File: src/rtl/windower_frame_arbiter_if.sv
// rtl/windower_frame_arbiter_if.sv - source-side and windower-side handshake bundle for windower_frame_arbiter
interface windower_frame_arbiter_if #(
    parameter int NO_CH      = 8,
    parameter int THROUGHPUT = 1,
    parameter int NO_SRC     = 4
);
    localparam int LW = THROUGHPUT * NO_CH;
    localparam int SW = (NO_SRC > 1) ? $clog2(NO_SRC) : 1;

    logic [NO_SRC-1:0]    req_vld;
    logic [NO_SRC*LW-1:0] req_data;
    logic [NO_SRC-1:0]    req_rdy;
    logic                 win_vld_in;
    logic [LW-1:0]        win_data_in;
    logic [SW-1:0]        src_id;
    logic                 frame_start;
    logic                 frame_end;
    logic                 busy;

    // master: the sources plus whoever watches the windower feed
    modport master (
        output req_vld, req_data,
        input  req_rdy, win_vld_in, win_data_in, src_id, frame_start, frame_end, busy
    );

    modport slave (
        input  req_vld, req_data,
        output req_rdy, win_vld_in, win_data_in, src_id, frame_start, frame_end, busy
    );
endinterface

File: src/rtl/windower_frame_arbiter.sv
// rtl/windower_frame_arbiter.sv - whole-frame round-robin scheduler feeding one windower from NO_SRC streams
// Optional WFA_FRAME_GAP_EN adds GAP_CYCLES idle cycles after every frame.
module windower_frame_arbiter #(
    parameter int NO_CH         = 8,
    parameter int LOG2_IMG_SIZE = 7,
    parameter int THROUGHPUT    = 1,
    parameter int NO_SRC        = 4,
    parameter int GAP_CYCLES    = 1
) (
    input  logic                     clk,
    input  logic                     rst,
    windower_frame_arbiter_if.slave  bus
);
    localparam int BEATS = (1 << LOG2_IMG_SIZE) / THROUGHPUT;
    localparam int CW    = LOG2_IMG_SIZE + 1;
    localparam int LW    = THROUGHPUT * NO_CH;
    localparam int SW    = (NO_SRC > 1) ? $clog2(NO_SRC) : 1;

    localparam logic [CW-1:0]     LAST_BEAT = CW'(BEATS - 1);
    localparam logic [SW-1:0]     LAST_SRC  = SW'(NO_SRC - 1);
    localparam logic [NO_SRC-1:0] RDY_ONE   = NO_SRC'(1);

`ifdef WFA_FRAME_GAP_EN
    localparam int GW = $clog2(GAP_CYCLES + 1);
    localparam logic [GW-1:0] GAP_LAST = GW'(GAP_CYCLES - 1);

    typedef enum logic [1:0] {IDLE, STREAM, GAP} state_t;
    logic [GW-1:0] gap_cnt;
`else
    typedef enum logic {IDLE, STREAM} state_t;
`endif

    state_t        state;
    logic [SW-1:0] grant;
    logic [SW-1:0] last_grant;
    logic [SW-1:0] pick;
    logic [SW-1:0] cand;
    logic [CW-1:0] beat_cnt;
    logic          xfer;
    logic [LW-1:0] grant_slice;

    // Walk the ring from farthest to nearest so the source just after last_grant wins.
    always_comb begin
        pick = last_grant;
        cand = last_grant;
        for (int i = NO_SRC; i >= 1; i--) begin
            cand = SW'((int'(last_grant) + i) % NO_SRC);
            if (bus.req_vld[cand]) begin
                pick = cand;
            end
        end
    end

    assign xfer        = (state == STREAM) && bus.req_vld[grant];
    assign grant_slice = bus.req_data[int'(grant)*LW +: LW];
    assign bus.req_rdy = (state == STREAM) ? (RDY_ONE << grant) : '0;
    assign bus.busy    = (state != IDLE);
    // grant only moves at arbitration, so it doubles as the frame tag for the windower output
    assign bus.src_id  = grant;

    always_ff @(posedge clk) begin
        if (rst) begin
            state           <= IDLE;
            grant           <= '0;
            last_grant      <= LAST_SRC;
            beat_cnt        <= '0;
            bus.win_vld_in  <= 1'b0;
            bus.win_data_in <= '0;
            bus.frame_start <= 1'b0;
            bus.frame_end   <= 1'b0;
`ifdef WFA_FRAME_GAP_EN
            gap_cnt         <= '0;
`endif
        end else begin
            bus.win_vld_in  <= xfer;
            bus.frame_start <= xfer && (beat_cnt == '0);
            bus.frame_end   <= xfer && (beat_cnt == LAST_BEAT);
            if (xfer) begin
                bus.win_data_in <= grant_slice;
            end

            case (state)
                IDLE: begin
                    if (|bus.req_vld) begin
                        grant      <= pick;
                        last_grant <= pick;
                        beat_cnt   <= '0;
                        state      <= STREAM;
                    end
                end
                STREAM: begin
                    // a low req_vld from the owner just stalls; the lock is never revoked
                    if (xfer) begin
                        if (beat_cnt == LAST_BEAT) begin
                            beat_cnt <= '0;
`ifdef WFA_FRAME_GAP_EN
                            gap_cnt  <= '0;
                            state    <= GAP;
`else
                            state    <= IDLE;
`endif
                        end else begin
                            beat_cnt <= beat_cnt + 1'b1;
                        end
                    end
                end
`ifdef WFA_FRAME_GAP_EN
                GAP: begin
                    if (gap_cnt == GAP_LAST) begin
                        state <= IDLE;
                    end else begin
                        gap_cnt <= gap_cnt + 1'b1;
                    end
                end
`endif
                default: state <= IDLE;
            endcase
        end
    end
endmodule
File: src/flat_wrapper.sv
// flat-port wrapper written by rule: the top's interface ports become plain ports
module windower_frame_arbiter_flat 
#(
    parameter int NO_CH         = 8,
    parameter int LOG2_IMG_SIZE = 7,
    parameter int THROUGHPUT    = 1,
    parameter int NO_SRC        = 4,
    parameter int GAP_CYCLES    = 1
)
  (clk, rst, bus_req_vld, bus_req_data, bus_req_rdy, bus_win_vld_in, bus_win_data_in, bus_src_id, bus_frame_start, bus_frame_end, bus_busy);
  windower_frame_arbiter_if #(.NO_CH(NO_CH), .THROUGHPUT(THROUGHPUT), .NO_SRC(NO_SRC)) bus_i ();
  input  logic clk;
  input  logic rst;
  input wire logic [$bits(bus_i.req_vld)-1:0] bus_req_vld;
  input wire logic [$bits(bus_i.req_data)-1:0] bus_req_data;
  output wire logic [$bits(bus_i.req_rdy)-1:0] bus_req_rdy;
  output wire logic [$bits(bus_i.win_vld_in)-1:0] bus_win_vld_in;
  output wire logic [$bits(bus_i.win_data_in)-1:0] bus_win_data_in;
  output wire logic [$bits(bus_i.src_id)-1:0] bus_src_id;
  output wire logic [$bits(bus_i.frame_start)-1:0] bus_frame_start;
  output wire logic [$bits(bus_i.frame_end)-1:0] bus_frame_end;
  output wire logic [$bits(bus_i.busy)-1:0] bus_busy;
  assign bus_i.req_vld = bus_req_vld;
  assign bus_i.req_data = bus_req_data;
  assign bus_req_rdy = bus_i.req_rdy;
  assign bus_win_vld_in = bus_i.win_vld_in;
  assign bus_win_data_in = bus_i.win_data_in;
  assign bus_src_id = bus_i.src_id;
  assign bus_frame_start = bus_i.frame_start;
  assign bus_frame_end = bus_i.frame_end;
  assign bus_busy = bus_i.busy;
  windower_frame_arbiter #(.NO_CH(NO_CH), .LOG2_IMG_SIZE(LOG2_IMG_SIZE), .THROUGHPUT(THROUGHPUT), .NO_SRC(NO_SRC), .GAP_CYCLES(GAP_CYCLES)) u_core (.clk(clk), .rst(rst), .bus(bus_i));
endmodule
File: config.mk
export PLATFORM = sky130hd
export DESIGN_NAME = windower_frame_arbiter_flat
export DESIGN_NICKNAME = d
export VERILOG_FILES = /design/src/rtl/windower_frame_arbiter_if.sv /design/src/rtl/windower_frame_arbiter.sv /design/src/flat_wrapper.sv
export SDC_FILE = /design/constraint.sdc
export NUM_CORES = 1
export LEC_CHECK = 0
export BUFFER_PORTS_ARGS = -buffer_cell sky130_fd_sc_hd__buf_2
export CAP_MARGIN = 20
export CORE_AREA = 2 2 70 72
export CTS_CLUSTER_DIAMETER = 80
export DETAILED_ROUTE_END_ITERATION = 12
export DIE_AREA = 0 0 72 74
export GPL_ROUTABILITY_DRIVEN = 0
export MAX_ROUTING_LAYER = met4
export PLACE_DENSITY = 0.56
export SLEW_MARGIN = 40
export SYNTH_ARGS = -nofsm -noshare
export SYNTH_HDL_FRONTEND = slang
export SYNTH_SLANG_ARGS = --single-unit
export TNS_END_PERCENT = 10
File: constraint.sdc
create_clock -name clk -period 2.1 [get_ports clk]
set_clock_uncertainty 0.05 [all_clocks]
set_input_delay 0.63 -clock clk [delete_from_list [all_inputs] [get_ports clk]]
set_output_delay 0.63 -clock clk [all_outputs]
set_load 0.05 [all_outputs]
==> flow_summary.toml <==
[status]
status = "finished, final reports clean"

[synth]
synth_edf_count = 0
synth_top_area_share = 0.343
synth_nets = 198
ys_top_cells_by_area = "dfxtp_1 34%, mux4_2 11%, nand2_1 7.0%"
synth_area_leader_cell = "dfxtp_1"
synth_area_sq_mm = 0.00140
async_reset_ff_frac = 0
syn_area_per_cell_sq_um = 8.86
synthTopCellsByCount = "26 x nand2_1, 24 x dfxtp_1, 15 x a21oi_1, 8 x clkbuf_1"
ys_ff_latch = 24
synth-main-ff-cell = "dfxtp_1"
ys_warn_count = 0
yosysUniqueCellTypes = 41
ys_seq_area_frac = 0.343
postSynthCellCount = 158
yosysMostFrequentCell = "nand2_1"

[worst_setup_path]
critPathKind = "reg -> out"
crit_path_end_kind = "output pin"
critical_path_arrival_ns = 1.32
cp_top_family = "flip-flops"
slowest_delay_ns = 0.54
path_max_fanout = 18
required_ns = 1.42
slowest_stage = "dfxtp_2"
reg2reg_slack_ns = 0.35
path_cells = "nor3b_4 -> buf_2"
path_buf_inv = 1
setup.worst_path.start_class = "register"

[timing]
worstMarginPinSlew_ns = 0.493
fmax_ghz = 0.499
timing.final.crit_share = 0.954
final_max_slew_viol_count = 0
slew_headroom = 0.671
rsz0062_at_grt = "no"
fin_hold_ws_ns = 0.401
hold_viol_final = 0
setup_viol = 0
min_period_ns = 2.00

[die]
fp.dieH_um = 74
initial_core_util = 0.304
ioPinCount = 56
die_width_um = 72
core_sq_mm = 0.00460
die_area_sq_mm = 0.00533
row_count = 25

[routing]
drt-initial-drc-count = 70
num_vias = 1375
detail_route.wl_per_cell_um = 12.8
totalWireLength_um = 3340
drt_pass1_iterations = 4
drc = 0
via_per_inst = 5.27
postRouteAntennaNets = 0

[final_layout]
syn2layout_area_growth_pct = 26.9
layout-drive-gt1-share = 0.372
nFillCells = 469
multi_input_area_sq_um = 871
seq_area_sq_um = 484
fin_nets = 249
antenna_cells = 0

[grt]
grt_max_degree = 28
grt_overflow = 0
track_usage = 0.133
grt_pass1_wl_um = 5480
grt_pass1_vias = 1222
antenna_found_initial = 0

[placement]
io_buffers = 55
dp_hpwl_um = 2450

[flow_run]
drv_cap = 0

[hold_path]
hold_path_class = "reg -> reg"

[clock_network]
cts_made_buffers = 3
postCtsSetupBuffers = 0
cts_max_level = 1
cts-resized-gates = 0
cts_tree = "done"
cts_hold_buf = 0
clkSinkCount = 24
cts_max_path_buffers = 2
clkTransAtPathRegs_ns = 0.08
clock_latency_ns = 0.26
cts-root-buf = "clkbuf_8"

[power_and_ir_drop]
total_power_mw = 1.09
p_per_area_mw_per_mm2 = 616
p_leak_nw = 0.746
peakVddDrop_mv = 0.194
[report_power, final]
part	internal [mW]	switching (mW)	total, mW
Clock	0.128	0.141	0.269
Sequential	0.481	0.0345	0.516
Combinational	0.125	0.185	0.310
Total	0.735	0.360	1.09
[worst register-to-register path, cell delays in order (launching register included)]
cell	delay [ns]
dfxtp_2	0.46
mux4_2	0.54
and2_1	0.32
a32oi_1	0.22
nand2_1	0.07
[routing by layer]
metal / vias to the layer above / track usage / wire length, um
li1: 691 / - / -
met2: 36 / 0.217 / 1620
met3: 5 / 0.0244 / 177
met4: 0 / 0.0440 / 55
met1: 643 / 0.167 / 1490
met5: - / - / 0
[layout make-up]
type	instances	share of cell area
flip-flops and latches	24	0.273
multi-input cells	118	0.490
clock buffers	3	0.0232
inverters	4	0.00845
well taps	54	0.0380
repair buffers	58	0.168
[state kept, by name (all words and copies together) (netlist names)]
signal,flops
u_core.beat_cnt,8
u_core.bus.frame_start,1
u_core.bus.win_vld_in,1
u_core.bus.busy,1
u_core.bus.frame_end,1
u_core.last_grant,2
u_core.bus.src_id,2
u_core.bus.win_data_in,8
[cells by family after synthesis]
| kind of cell | Yosys count | share of synthesized area |
|---|---|---|
| flops | 24 | 0.343 |
| mux | 9 | 0.150 |
| simple gates | 73 | 0.283 |
| fa+ha+maj | 2 | 0.0179 |
| compound gates | 33 | 0.148 |
| buf+inv | 16 | 0.0509 |
| xor+xnor | 1 | 0.00626 |
[final timing paths]
kind                                                              from                                      to  cells past startpoint
worst max-delay path                        u_core.bus.busy$_SDFF_PP0_                          bus_req_rdy[0]                      2
worst min-delay path            u_core.bus.win_data_in[4]$_SDFFE_PP0P_  u_core.bus.win_data_in[4]$_SDFFE_PP0P_                      2
worst max register to register       u_core.bus.src_id[1]$_SDFFE_PP0P_         u_core.beat_cnt[5]$_SDFFE_PP0P_                      4
worst min register to register  u_core.bus.win_data_in[4]$_SDFFE_PP0P_  u_core.bus.win_data_in[4]$_SDFFE_PP0P_                      2
[metrics by stage]
step | instance area (sq um) | worst slack [ns] | instances | utilization | setup TNS [ns]
floorplan | 1430 | -0.0848 | 158 | - | -0.0941
finish | 1780 | 0.0971 | 261 | 0.386 | 0
detailed placement | 1740 | 0.0595 | 258 | 0.377 | 0
global placement | 1740 | 0.0848 | 258 | 0.377 | 0
global route | 1780 | 0.0321 | 261 | 0.386 | 0
CTS | 1780 | 0.0857 | 261 | 0.386 | 0
[placed cells by master (no fill, tap or decap), drive strengths merged, types with 2 or more instances in the layout]
cell    Yosys  final
a211oi      3      3
a21oi      15     15
a31oi       3      3
and3        2      2
and3b       2      2
buf         4     58
clkbuf      8      3
dfxtp      24     24
ha          2      2
inv         4      4
mux4        9      9
nand2      27     27
nand2b      3      3
nand3       7      7
nand4       2      2
nand4b      4      4
nor2        7      7
nor2b       2      2
nor3        3      3
nor3b       2      2
nor4        5      5
o211ai      2      2
o21a        2      2
o21ai       3      3
Note: power is estimated with default switching activity, not from simulation.
